`config.mk`:
```
export PLATFORM = sky130hd
export DESIGN_NAME = mem_arbiter
export DESIGN_NICKNAME = d
export VERILOG_FILES = /design/src/rtl/mem_arbiter.sv
export SDC_FILE = /design/constraint.sdc
export NUM_CORES = 1
export LEC_CHECK = 0
export BUFFER_PORTS_ARGS = -buffer_cell sky130_fd_sc_hd__buf_4
export CAP_MARGIN = 25
export CORE_ASPECT_RATIO = 1.5
export CORE_MARGIN = 3
export CORE_UTILIZATION = 50
export CTS_BUF_LIST = sky130_fd_sc_hd__clkbuf_8
export DETAILED_ROUTE_END_ITERATION = 6
export PLACE_DENSITY = 0.82
export REMOVE_ABC_BUFFERS = 1
export SKIP_CTS_REPAIR_TIMING = 1
export SYNTH_ARGS = -nofsm -noshare
export SYNTH_HDL_FRONTEND = slang
export SYNTH_SLANG_ARGS = --single-unit
```
`constraint.sdc`:
```
create_clock -name clk -period 2.1 [get_ports clk]
set_input_delay 0.105 -clock clk [delete_from_list [all_inputs] [get_ports clk]]
set_output_delay 0.105 -clock clk [all_outputs]
set_load 0.005 [all_outputs]
```
`src/rtl/mem_arbiter.sv`:
```
// Two-port round-robin arbiter that sequences one cache transaction at a time.
// Includes a watchdog that aborts with err when the cache never signals odv.
module mem_arbiter #(
  parameter int d_width   = 4,
  parameter int a_width   = 8,
  parameter int tmo_width = 4
) (
  input  logic               clk,
  input  logic               clr,
  input  logic               req0,
  input  logic [a_width-1:0] addr0,
  input  logic [d_width-1:0] wdata0,
  input  logic               rw0,
  output logic               ack0,
  input  logic               req1,
  input  logic [a_width-1:0] addr1,
  input  logic [d_width-1:0] wdata1,
  input  logic               rw1,
  output logic               ack1,
  output logic [d_width-1:0] rdata,
  output logic               err,
  output logic               busy,
  output logic [a_width-1:0] c_addr,
  output logic [d_width-1:0] c_wdata,
  output logic               c_rw,
  output logic               c_ce,
  input  logic [d_width-1:0] c_rdata,
  input  logic               c_odv
);

  typedef enum logic [1:0] {IDLE, BUSY, ACK} state_t;

  state_t               state;
  logic                 prio;
  logic                 gnt;
  logic                 pick;
  logic [tmo_width-1:0] wdog;
  logic [tmo_width-1:0] wdog_nxt;

  always_comb begin
    pick     = (req0 && req1) ? prio : req1;
    wdog_nxt = wdog + tmo_width'(1);
  end

  always_ff @(posedge clk or posedge clr) begin
    if (clr) begin
      state   <= IDLE;
      prio    <= 1'b0;
      gnt     <= 1'b0;
      wdog    <= '0;
      ack0    <= 1'b0;
      ack1    <= 1'b0;
      err     <= 1'b0;
      busy    <= 1'b0;
      c_ce    <= 1'b0;
      c_rw    <= 1'b1;
      c_addr  <= '0;
      c_wdata <= '0;
      rdata   <= '0;
    end else begin
      case (state)
        IDLE: begin
          if (req0 || req1) begin
            gnt  <= pick;
            c_ce <= 1'b1;
            busy <= 1'b1;
            wdog <= '0;
            if (pick) begin
              c_addr  <= addr1;
              c_wdata <= wdata1;
              c_rw    <= rw1;
            end else begin
              c_addr  <= addr0;
              c_wdata <= wdata0;
              c_rw    <= rw0;
            end
            state <= BUSY;
          end
        end
        BUSY: begin
          wdog <= wdog_nxt;
          if (c_odv) begin
            if (c_rw) rdata <= c_rdata;
            c_ce  <= 1'b0;
            err   <= 1'b0;
            ack0  <= ~gnt;
            ack1  <= gnt;
            state <= ACK;
          // Test the incremented count so the abort lands after exactly
          // 2^tmo_width-1 BUSY cycles counted from the grant edge.
          end else if (wdog_nxt == '1) begin
            c_ce  <= 1'b0;
            err   <= 1'b1;
            ack0  <= ~gnt;
            ack1  <= gnt;
            state <= ACK;
          end
        end
        ACK: begin
          ack0  <= 1'b0;
          ack1  <= 1'b0;
          err   <= 1'b0;
          busy  <= 1'b0;
          prio  <= ~gnt;
          state <= IDLE;
        end
        default: state <= IDLE;
      endcase
    end
  end

endmodule
```
; ---- Yosys cells after proc, flatten, opt, wreduce, memory -nomap -nowiden
; Index checks and enable logic that the tools add are counted.
[totals]
ff_bits = 30
out_inout_bits = 22
wordCells = 57
[classes]
addsub = 1
eq_ne = 5
muxes = 24
bitwise_logic = 1
reduce_logical = 13
[op_table]
columns = cell, n
row1 = 2-to-1 mux 1 bit, 11
row2 = case mux 1 bit (2 select lines), 5
row3 = AND reduction 2 bit, 5
row4 = 2-to-1 mux 4 bit, 2
row5 = 2-to-1 mux 8 bit, 1
row6 = case mux 4 bit (2 select lines), 1
row7 = 2-to-1 mux 2 bit, 3
row8 = AND reduction 3 bit, 2
row9 = nonzero test 2 bit, 3
row10 = adder 4 x 1 -> 4 bit (second input constant), 1
row11 = == test 4 bit (second input constant), 1
row12 = case mux 2 bit (2 select lines), 1
row13 = inequality test 3 bit (second input constant), 1
row14 = == test 2 x 1 -> 1 bit (second input constant), 1
row15 = == test 2 bit (second input constant), 1
row16 = zero test 2 bit, 1
row17 = inequality test 2 bit (second input constant), 1
row18 = logical AND 1 bit, 1
row19 = logical OR 1 bit, 1
row20 = inverter 1 bit, 1

; ---- Logic depth before layout (Yosys ltp)
[logic_depth]
depth_word = 5
mapped_depth = 6

; ---- Least setup slack after synthesis
; OpenSTA, ideal clock, no wires.
[synth_path]
path_kind = flip-flop to flip-flop
startpoint = register wdog[0]
endpoint = register state[1]
arrival_ns = 1.424
t_required_ns = 1.980
slack_ns = 0.556
stages_incl_launch_ff = 6
period_less_slack_ns = 1.544
cell_sequence = dfrtp_1 ha_1 or2b_1 o21ai_0 a221o_2 and2_2
[synth_between]
elab_chain_len = 4
[synth_rtl]
columns = element, line_no
row1 = start: declaration, 37  ; logic [tmo_width-1:0] wdog;
row2 = start signal: assignment, 81  ; wdog <= wdog_nxt;
row3 = adder 4 x 1 -> 4 bit, 42  ; wdog_nxt = wdog + tmo_width'(1);
row4 = == test 4 bit, 91  ; end else if (wdog_nxt == '1) begin
row5 = inequality test 3 bit (no source line), -
row6 = AND reduction 2 bit (no source line), -
row7 = end signal: assignment, 47  ; state <= IDLE;
row8 = end signal: assignment, 88  ; state <= ACK;
row9 = end signal: assignment, 96  ; state <= ACK;
row10 = end: declaration, 33  ; state_t state;
; Every way passes these cells.
; A chain may end at the register's enable or synchronous reset.

; ---- Final worst setup path
; Ends and elaborated chain as after synthesis.

==> run metrics <==
HPWL after DPL=2490 um; Setup crit start kind=register; unique cell type count in the Yosys netlist=30; CTS sink cnt=30; Seq cells post-synth=30; Buf+Inv Stages, Crit Path=0; Peak VDD IR=701 uV; PD cells=1290 nW/um^2; WL per Instance=14.3 um; Core ar.=2710 sq um; FILL cells=207; setup TNS=0 ns; post-synthesis sequential area ratio=0.523; chip height=71.7 um; fraction of layout cells with a size suffix above 1=0.386; first-pass detailed-route iteration total=4; Tcrit/Tclk final=0.803; Max Slew Vio Count=0; nets@finish=233; H-Tree Depth=2; RSZ-0062 raised after global routing=false; TritonCTS Buffers=5; Site Rows=23; routability cong.=0.787; Slowest-stage cell, CP=dfrtp_1; die area=3570 sq um; Setup WS post-layout=0.413 ns; Sequential Area=752 sq um; DRC viols=0; Place WS=0.432 ns; FMAX=0.593 GHz; Syn Area/Cell=10.6 sq um; first-pass GRT wire length=5730 um; Worst EP arrival=1.86 ns; Die W=49.8 um; DRT antenna net count=0; status=complete, no violations; slew at the pin with the worst max-slew slack=0.564 ns; endpoints failing hold=0; max-cap violation count=0; largest net degree at the start of global routing=34; TritonCTS clock tree=yes; clk_lat worst skew=0.28 ns; drt via density=5.27; fin crit period=1.69 ns; vias in the first global route=1292; Ys Warns=0; endpoints failing setup=0; Non-Filler Instances=234; clock-pin transition on the worst setup and hold timing paths=0.06 ns; Area Overhead vs Synth=38.4%; clock skew=0.00609 ns; Initial Util=0.531; via count=1233; CTS max path bufs=2; Tot GR Track Use=0.213; Leakage=1.02 nW; worst-path cell chain=ha_1 -> or2b_1 -> o21ai_0 -> a221o_2 -> and2_2; Crit Path Category=register to register; Hold Path Class=primary input to register; crit end category=register; I/O Buffers=56; drt total wl=3340 um; root buf cell=clkbuf_8; Overflow after GRT=0; placed cells=224; WP data required=2.27 ns; initial drt markers=26; Crit Path Max Fanout=5; # diodes=0; commonest non-fill, non-tap cell in the layout=buf_4; multi-input logic area=621 sq um; initial antenna violation count=0; number of top-level pins=57; Slew Limit Headroom=0.623; Worst path max stage delay=0.42 ns; Mapped Area=1440 sq um; cell family with most CP delay=compound AO/OA/AOI/OAI gates; Synth Instances=136; commonest cells after routing, fill and taps aside=buf_4, dfrtp_1, o21ai_0, nand2_1, mux2i_1
[path summary, 6_finish.rpt]
path | slack (ns) | to | from | depth (start not counted)
setup / recovery | 0.41 | state[1]$_DFFE_PP0P_ | wdog[0]$_DFFE_PP0P_ | 5
min in group asynchronous | 0.43 | busy$_DFFE_PP0P_ | clr | 3
max in group asynchronous | 0.98 | c_rw$_DFFE_PP1P_ | clr | 4
hold / removal | 0.05 | rdata[1]$_DFFE_PP0P_ | c_rdata[1] | 2
setup reg to reg | 0.41 | state[1]$_DFFE_PP0P_ | wdog[0]$_DFFE_PP0P_ | 5
hold reg to reg | 0.49 | c_wdata[0]$_DFFE_PP0P_ | c_wdata[0]$_DFFE_PP0P_ | 2
[worst register-to-register path: stages, from the launching register on]
cell     delay [ns]
dfrtp_1        0.42
ha_1           0.23
or2b_1         0.17
o21ai_0        0.13
a221o_2        0.41
and2_2         0.21
[cell type report]
cell class	instances	area share
clock buffer	6	0.0415
clock inverter	2	0.00440
inverter	5	0.00943
multi-input combinational	94	0.312
sequential	30	0.378
tap	37	0.0233
timing repair buffer	60	0.231
[cells in the mapped netlist]
library cell,n,share of area
nand4b_1,1,0.0061
buf_6,3,0.023
a211oi_1,2,0.010
dfrtp_1,29,0.50
o21ai_2,1,0.0061
clkbuf_1,3,0.0078
nor3b_1,1,0.0052
nand3_1,3,0.010
nor2_1,4,0.010
ha_1,2,0.017
nand3b_1,1,0.0052
and2_2,1,0.0052
dfstp_2,1,0.018
o21a_1,1,0.0052
nand2_1,20,0.052
a31oi_1,3,0.013
mux2i_1,17,0.12
inv_1,5,0.013
xor2_1,1,0.0061
mux2_2,4,0.031
a21oi_1,2,0.0070
o21ai_1,1,0.0035
o2bb2ai_1,1,0.0061
a221o_2,1,0.0078
nand2b_1,3,0.013
and2_0,1,0.0044
buf_2,1,0.0035
or2b_1,1,0.0052
and2_4,1,0.0061
o21ai_0,21,0.073
[sequential cells by signal (all words and copies together) (netlist names), 2 cells and up]
name	cells
c_wdata	4
c_addr	8
rdata	4
wdog	4
state	2
[stage by stage]
| stage | hold WS, ns | utilization | instance area, sq um | total power [W] |
|---|---|---|---|---|
| finish | 0.0534 | 0.735 | 1990 | 0.00257 |
| global route | 0.0523 | 0.735 | 1990 | 0.00277 |
| CTS | -0.110 | 0.726 | 1960 | 0.00257 |
| detailed placement | 0.196 | 0.692 | 1870 | 0.00208 |
| global placement | 0.197 | 0.692 | 1870 | 0.00201 |
| floorplan | 0.195 | - | 1390 | 0.00155 |
[where the power goes]
part / leakage [nW] / switching (W) / internal (W) / total, W
clock network: 0.0524 / 0.000211 / 0.000259 / 0.000470
registers: 0.368 / 0.000221 / 0.000849 / 0.00107
logic: 0.597 / 0.000479 / 0.000554 / 0.00103
[logic make-up (layout without fill, tap and decap cells)]
logic type / after synthesis / after routing / synth area share
and+or+nand+nor: 37 / 37 / 0.124
AOI/OAI and AO/OA: 33 / 33 / 0.132
muxes: 21 / 21 / 0.150
buffers and inverters: 12 / 73 / 0.0479
DFF: 30 / 30 / 0.523
xor gates and xnor gates: 1 / 1 / 0.00609
adders and majority gates: 2 / 2 / 0.0174
[layer usage]
metal | part of all wire | global-route usage | up-vias
li1 | - | - | 588
met1 | 0.37 | 0.229 | 585
met2 | 0.54 | 0.368 | 52
met3 | 0.069 | 0.0686 | 8
met4 | 0.026 | 0.111 | 0
met5 | 0 | 0 | -
Power figures use the tool's default switching activity.
